--- config.mk ---
export PLATFORM = sky130hd
export DESIGN_NAME = lsu_mem_ctrl
export DESIGN_NICKNAME = d
export VERILOG_FILES = /design/src/rtl/lsu_mem_ctrl.sv
export SDC_FILE = /design/constraint.sdc
export NUM_CORES = 1
export LEC_CHECK = 0
export CORE_MARGIN = 2
export CORE_UTILIZATION = 30
export DETAILED_ROUTE_END_ITERATION = 8
export HOLD_SLACK_MARGIN = 0.02
export PLACE_DENSITY_LB_ADDON = 0.05
export SLEW_MARGIN = 20
export SYNTH_ARGS = -nofsm -noshare
export SYNTH_HDL_FRONTEND = slang
export SYNTH_SLANG_ARGS = --single-unit
--- constraint.sdc ---
create_clock -name CLK -period 2.2 [get_ports CLK]
set_input_delay 0.33 -clock CLK [delete_from_list [all_inputs] [get_ports CLK]]
set_output_delay 0.33 -clock CLK [all_outputs]
set_load 0.02 [all_outputs]
--- src/rtl/lsu_mem_ctrl.sv ---
// MEM-stage load/store unit: turns a load/store into one req/ack data-memory
// transaction, places bytes on the correct lanes and extends load results.
module lsu_mem_ctrl #(
    parameter int XLEN    = 32,
    parameter int TIMEOUT = 15
) (
    input  logic            CLK,
    input  logic            RST_N,
    input  logic            START,
    input  logic            WE,
    input  logic [1:0]      SIZE,
    input  logic            UNSIGNED,
    input  logic [XLEN-1:0] ADDR,
    input  logic [XLEN-1:0] WDATA,
    output logic            BUSY,
    output logic            DONE,
    output logic            ERR,
    output logic [XLEN-1:0] RDATA,
    output logic            MEM_REQ,
    output logic            MEM_WE,
    output logic [XLEN-1:0] MEM_ADDR,
    output logic [XLEN-1:0] MEM_WDATA,
    output logic [3:0]      MEM_BE,
    input  logic            MEM_ACK,
    input  logic [XLEN-1:0] MEM_RDATA
);

    typedef enum logic [1:0] {S_IDLE, S_REQ, S_RESP} state_t;

    typedef struct packed {
        logic            we;
        logic [1:0]      size;
        logic            uns;
        logic [XLEN-1:0] addr;
        logic [XLEN-1:0] wdata;
    } lsu_req_t;

    state_t          state, nxt;
    lsu_req_t        req_q;
    logic            err_q;
    logic [7:0]      cnt_q;
    logic [XLEN-1:0] rdata_q;

    logic            misalign;
    logic            tmo_hit;
    logic            in_req;
    logic [3:0]      be;
    logic [XLEN-1:0] lane_rd;
    logic [XLEN-1:0] ld_ext;

    assign misalign = (SIZE == 2'b11) ||
                      (SIZE == 2'b01 && ADDR[0]) ||
                      (SIZE == 2'b10 && ADDR[1:0] != 2'b00);

    // Last REQ cycle before giving up: the counter has seen TIMEOUT-1 idle cycles.
    assign tmo_hit = (cnt_q == 8'(TIMEOUT - 1));
    assign in_req  = (state == S_REQ);

    always_comb begin
        be = 4'b1111;
        case (req_q.size)
            2'b00:   be = 4'b0001 << req_q.addr[1:0];
            2'b01:   be = 4'b0011 << req_q.addr[1:0];
            default: be = 4'b1111;
        endcase
    end

    assign lane_rd = MEM_RDATA >> {req_q.addr[1:0], 3'b000};

    always_comb begin
        ld_ext = lane_rd;
        case (req_q.size)
            2'b00: ld_ext = req_q.uns ? {{(XLEN-8){1'b0}}, lane_rd[7:0]}
                                      : {{(XLEN-8){lane_rd[7]}}, lane_rd[7:0]};
            2'b01: ld_ext = req_q.uns ? {{(XLEN-16){1'b0}}, lane_rd[15:0]}
                                      : {{(XLEN-16){lane_rd[15]}}, lane_rd[15:0]};
            default: ld_ext = lane_rd;
        endcase
    end

    always_comb begin
        nxt = state;
        case (state)
            S_IDLE: if (START) nxt = misalign ? S_RESP : S_REQ;
            S_REQ:  if (MEM_ACK || tmo_hit) nxt = S_RESP;
            S_RESP: nxt = S_IDLE;
            default: nxt = S_IDLE;
        endcase
    end

    always_ff @(posedge CLK or negedge RST_N) begin
        if (!RST_N) state <= S_IDLE;
        else        state <= nxt;
    end

    always_ff @(posedge CLK or negedge RST_N) begin
        if (!RST_N) begin
            req_q   <= '0;
            err_q   <= 1'b0;
            cnt_q   <= 8'd0;
            rdata_q <= '0;
        end else begin
            case (state)
                S_IDLE: if (START) begin
                    req_q <= '{we: WE, size: SIZE, uns: UNSIGNED, addr: ADDR, wdata: WDATA};
                    err_q <= misalign;
                    cnt_q <= 8'd0;
                    if (misalign && !WE) rdata_q <= '0;
                end
                S_REQ: begin
                    // An ACK arriving in the timeout cycle still completes cleanly.
                    if (MEM_ACK) begin
                        err_q <= 1'b0;
                        if (!req_q.we) rdata_q <= ld_ext;
                    end else if (tmo_hit) begin
                        err_q <= 1'b1;
                        if (!req_q.we) rdata_q <= '0;
                    end else begin
                        cnt_q <= cnt_q + 8'd1;
                    end
                end
                default: ;
            endcase
        end
    end

    assign BUSY      = ((state == S_IDLE) && START) || in_req;
    assign DONE      = (state == S_RESP);
    assign ERR       = DONE && err_q;
    assign RDATA     = rdata_q;
    assign MEM_REQ   = in_req;
    assign MEM_WE    = in_req && req_q.we;
    assign MEM_ADDR  = in_req ? {req_q.addr[XLEN-1:2], 2'b00} : '0;
    assign MEM_WDATA = in_req ? (req_q.wdata << {req_q.addr[1:0], 3'b000}) : '0;
    assign MEM_BE    = in_req ? be : 4'b0000;

endmodule
==> Implementation_results.wiki <==
{| class="wikitable"
! Metric !! Value
|-
| Outcome || finished clean
|-
| Routed wire per std cell || roughly 17 um
|-
| P_leak || 3.81 nW
|-
| DIE WIDTH || 144 um
|-
| Worst Tran Pin Value || 0.924 ns
|-
| Largest net degree at the start of global routing || 56
|-
| Post-synthesis average cell area || 10.4 um2
|-
| Root buffer cell || sky130_fd_sc_hd__clkbuf_16
|-
| Setup repair after global routing missed its margin || yes
|-
| Total detailed-routing wirelength || 18.1 mm
|-
| Total Routing Usage GR || 0.175
|-
| DR vias/cell || 4.80
|-
| Fin area || 8770 um2
|-
| Residual DRC || 0
|-
| Cells traversed along the worst timing path || buf_4 > buf_4 > mux2i_1 > o22ai_1 > a21oi_1 > or4_1 > a21oi_1
|-
| Number of flip-flops and latches in the synthesized netlist || 111
|-
| Rows || 51
|-
| Clock latency of the later-clocked register in the worst-skew pair || 0.36 ns
|-
| Area inside the core boundary || between 15000 and 20000 um2
|-
| First-pass GRT wire length || approximately 28 mm
|-
| Fin. Hold Viols || 0
|-
| Post-synthesis cell count || 567
|-
| Worst path required time || 2.48 ns
|-
| Number of distinct library cells after synthesis || 49
|-
| Minimum setup slack among reg-to-reg paths || 0.06 ns
|-
| Timing-limited maximum frequency || 0.467 GHz
|-
| Biggest fanout along the worst timing path || 8
|-
| Initial core utilization || 0.304
|-
| Post-synth EDFFs || 0
|-
| H-tree depth || 3
|-
| Worst r2r dst || RDATA[22]
|-
| Final weighted congestion in routability-driven placement || 0.847
|-
| Dpl cell area || approximately 8400 um2
|-
| Period utilisation layout || 0.972
|-
| Max Cap Viol || 0
|-
| Final setup violating endpoints || 0
|-
| Number of buffers added by the clock tree synthesis step || 9
|-
| Final count of pins violating max slew || 0
|-
| Post-route worst hold slack || 0.478 ns
|-
| Endpoint of the worst hold-timing path || RDATA[5]
|-
| Critical path arrival || 2.42 ns
|-
| Clock-pin transition on the worst setup and hold timing paths || 0.08 ns
|-
| Crit Path Class || register to register
|-
| Number of warnings issued by yosys || 0
|-
| CP startpoint kind || register
|-
| Total congestion overflow || 0
|-
| Count of routing violations after the opening detailed-route iteration || ~200
|-
| Number of antenna violations at the first check in global routing || 0
|-
| Worst flop-to-flop path startpoint || req_q[33]
|-
| Share of cells above drive strength 1 || 0.211
|-
| Area added between synthesis and finish || 49.0%
|-
| Number of global-route vias before repair || approximately 5200
|-
| Class of the most critical hold timing path || register to register
|-
| Setup crit end kind || register
|-
| Clock tree from TritonCTS || done
|-
| Summed negative setup slack over all endpoints || 0 ns
|-
| Half-perimeter wire length after detailed placement || 13.1 mm
|-
| Library cell contributing the largest single delay on the critical path || sky130_fd_sc_hd__or4_1
|-
| Number of cells on the worst hold path || 2
|-
| Number of port buffers || 206
|-
| Cell area after synthesis || 5880 um2
|-
| Antenna diode count || 0
|-
| Commonest non-fill, non-tap cell in the layout || sky130_fd_sc_hd__clkdlybuf4s50_1
|-
| Final Power || 8.85 mW
|-
| Main synth FF type || sky130_fd_sc_hd__dfrtp_1
|-
| Beginning of the worst hold path || RDATA[5]
|-
| Total Nets Final || 882
|-
| R2r worst-path depth || 7
|-
| Antenna-violating nets left || 0
|-
| Power density over the cells || just over 1000 nW/um2
|-
| Delay of the slowest cell on the worst path || about 0.67 ns
|-
| Number of clock sinks || 111
|-
| Time the worst path needs with I/O delays and setup || around 2.1 ns
|-
| Total Die Area || 20700 um2
|-
| Proportion of synthesized chip area in sequential cells || 0.472
|-
| Routed via count || 5019
|-
| Skew final || 0.00620 ns
|-
| Proportion of synthesized flip-flops having asynchronous set or reset || 1.00
|-
| Clock Path Buffers || 2
|-
| Slew HR || 0.379
|-
| Peak supply drop || 0.525 mV
|-
| Io pins || 209
|-
| Commonest cells after routing, fill and taps aside || 138 x sky130_fd_sc_hd__clkdlybuf4s50_1, 109 x sky130_fd_sc_hd__dfrtp_1, 80 x sky130_fd_sc_hd__nor2_1, 73 x sky130_fd_sc_hd__mux2_2, 50 x sky130_fd_sc_hd__dlygate4sd2_1
|-
| Iteration count of the initial detailed-routing pass || 4
|-
| Die extent in y || ~140 um
|}
critical path, delay by kind of cell, from the launching register on:
kind / cells / cell delay [ns]
simple gates: 1 / 0.67
buf+inv: 2 / 0.33
mux: 1 / 0.17
compound gates: 3 / 0.43
flops: 1 / 0.46
cell type report:
cell class                      instances  area, um2
Sequential cell                       111       2780
Clock inverter                          7        129
Tap cell                              265        332
Clock buffer                            9        225
Inverter                                7       27.5
Fill cell                            1906      10600
Timing Repair Buffer                  238       2270
Multi-Input combinational cell        409       3010
worst max path at each step:
stage	slack (ns)	end	from
finish	0.06	RDATA[22]	req_q[33]
floorplan	0.05	MEM_WDATA[31]	req_q[32]
global placement	-0.05	RDATA[25]	WE
global route	-0.05	RDATA[22]	req_q[33]
CTS	-0.04	MEM_WDATA[17]	req_q[33]
detailed placement	-0.08	RDATA[4]	WE
flip-flops by register name (all words and copies together), names as in the netlist:
signal	cells
state	2
req_q	68
RDATA	32
err_q	1
cnt_q	8
per-layer routing:
| layer | routed length (um) | share of wire | track usage | vias to the layer above |
|---|---|---|---|---|
| li1 | - | - | - | 2400 |
| met1 | 7630 | 0.42 | 0.223 | 2429 |
| met2 | 8630 | 0.48 | 0.288 | 166 |
| met3 | 1460 | 0.081 | 0.0483 | 24 |
| met4 | 383 | 0.021 | 0.0609 | 0 |
| met5 | 0 | 0 | 0 | - |
report_power, final:
part           leakage, nW  switching, mW  internal [mW]
combinational         2.27           1.97           1.87
clock                0.170          0.814           1.13
sequential            1.37          0.432           2.62
total                 3.81           3.21           5.63
timing repair:
item	4_1_cts	5_1_grt
gates cloned	0	1
buffers inserted	0	1
resized for setup	76	43
hold buffers	1	0
hold endpoints to repair	35	0
endpoints found under the setup margin	68	24
stage by stage:
stage	setup slack, ns	util	cells
floorplan	0.0457	-	568
global placement	-0.0473	0.434	1027
detailed placement	-0.0810	0.434	1027
CTS	-0.0363	0.450	1044
global route	-0.0458	0.454	1046
finish	0.0607	0.454	1046
cell usage after synthesis, types with 8 or more instances:
library cell | count | share of area
sky130_fd_sc_hd__mux2i_1 | 35 | 0.060
sky130_fd_sc_hd__clkbuf_1 | 17 | 0.011
sky130_fd_sc_hd__a22o_1 | 10 | 0.015
sky130_fd_sc_hd__nor2_1 | 81 | 0.052
sky130_fd_sc_hd__a211oi_1 | 17 | 0.022
sky130_fd_sc_hd__nor2b_1 | 9 | 0.0096
sky130_fd_sc_hd__nand2_1 | 27 | 0.017
sky130_fd_sc_hd__o31ai_1 | 14 | 0.018
sky130_fd_sc_hd__mux2_2 | 73 | 0.14
sky130_fd_sc_hd__buf_2 | 8 | 0.0068
sky130_fd_sc_hd__buf_1 | 8 | 0.0051
sky130_fd_sc_hd__dfrtp_1 | 111 | 0.47
sky130_fd_sc_hd__and2_1 | 41 | 0.044
sky130_fd_sc_hd__a21oi_1 | 41 | 0.035
cell families (layout without fill, tap and decap cells):
logic type                 after synthesis  count (layout)  share of synthesized area
adders and majority gates                2               2                    0.00425
and+or+nand+nor                        185             185                      0.153
other                                    1               2                   0.000637
DFF                                    111             111                      0.472
muxes                                  108             108                      0.199
AOI/OAI and AO/OA                      107             107                      0.121
xor gates and xnor gates                 5               5                    0.00744
buffers and inverters                   48             261                     0.0425
(Power assumes the default switching activity.)
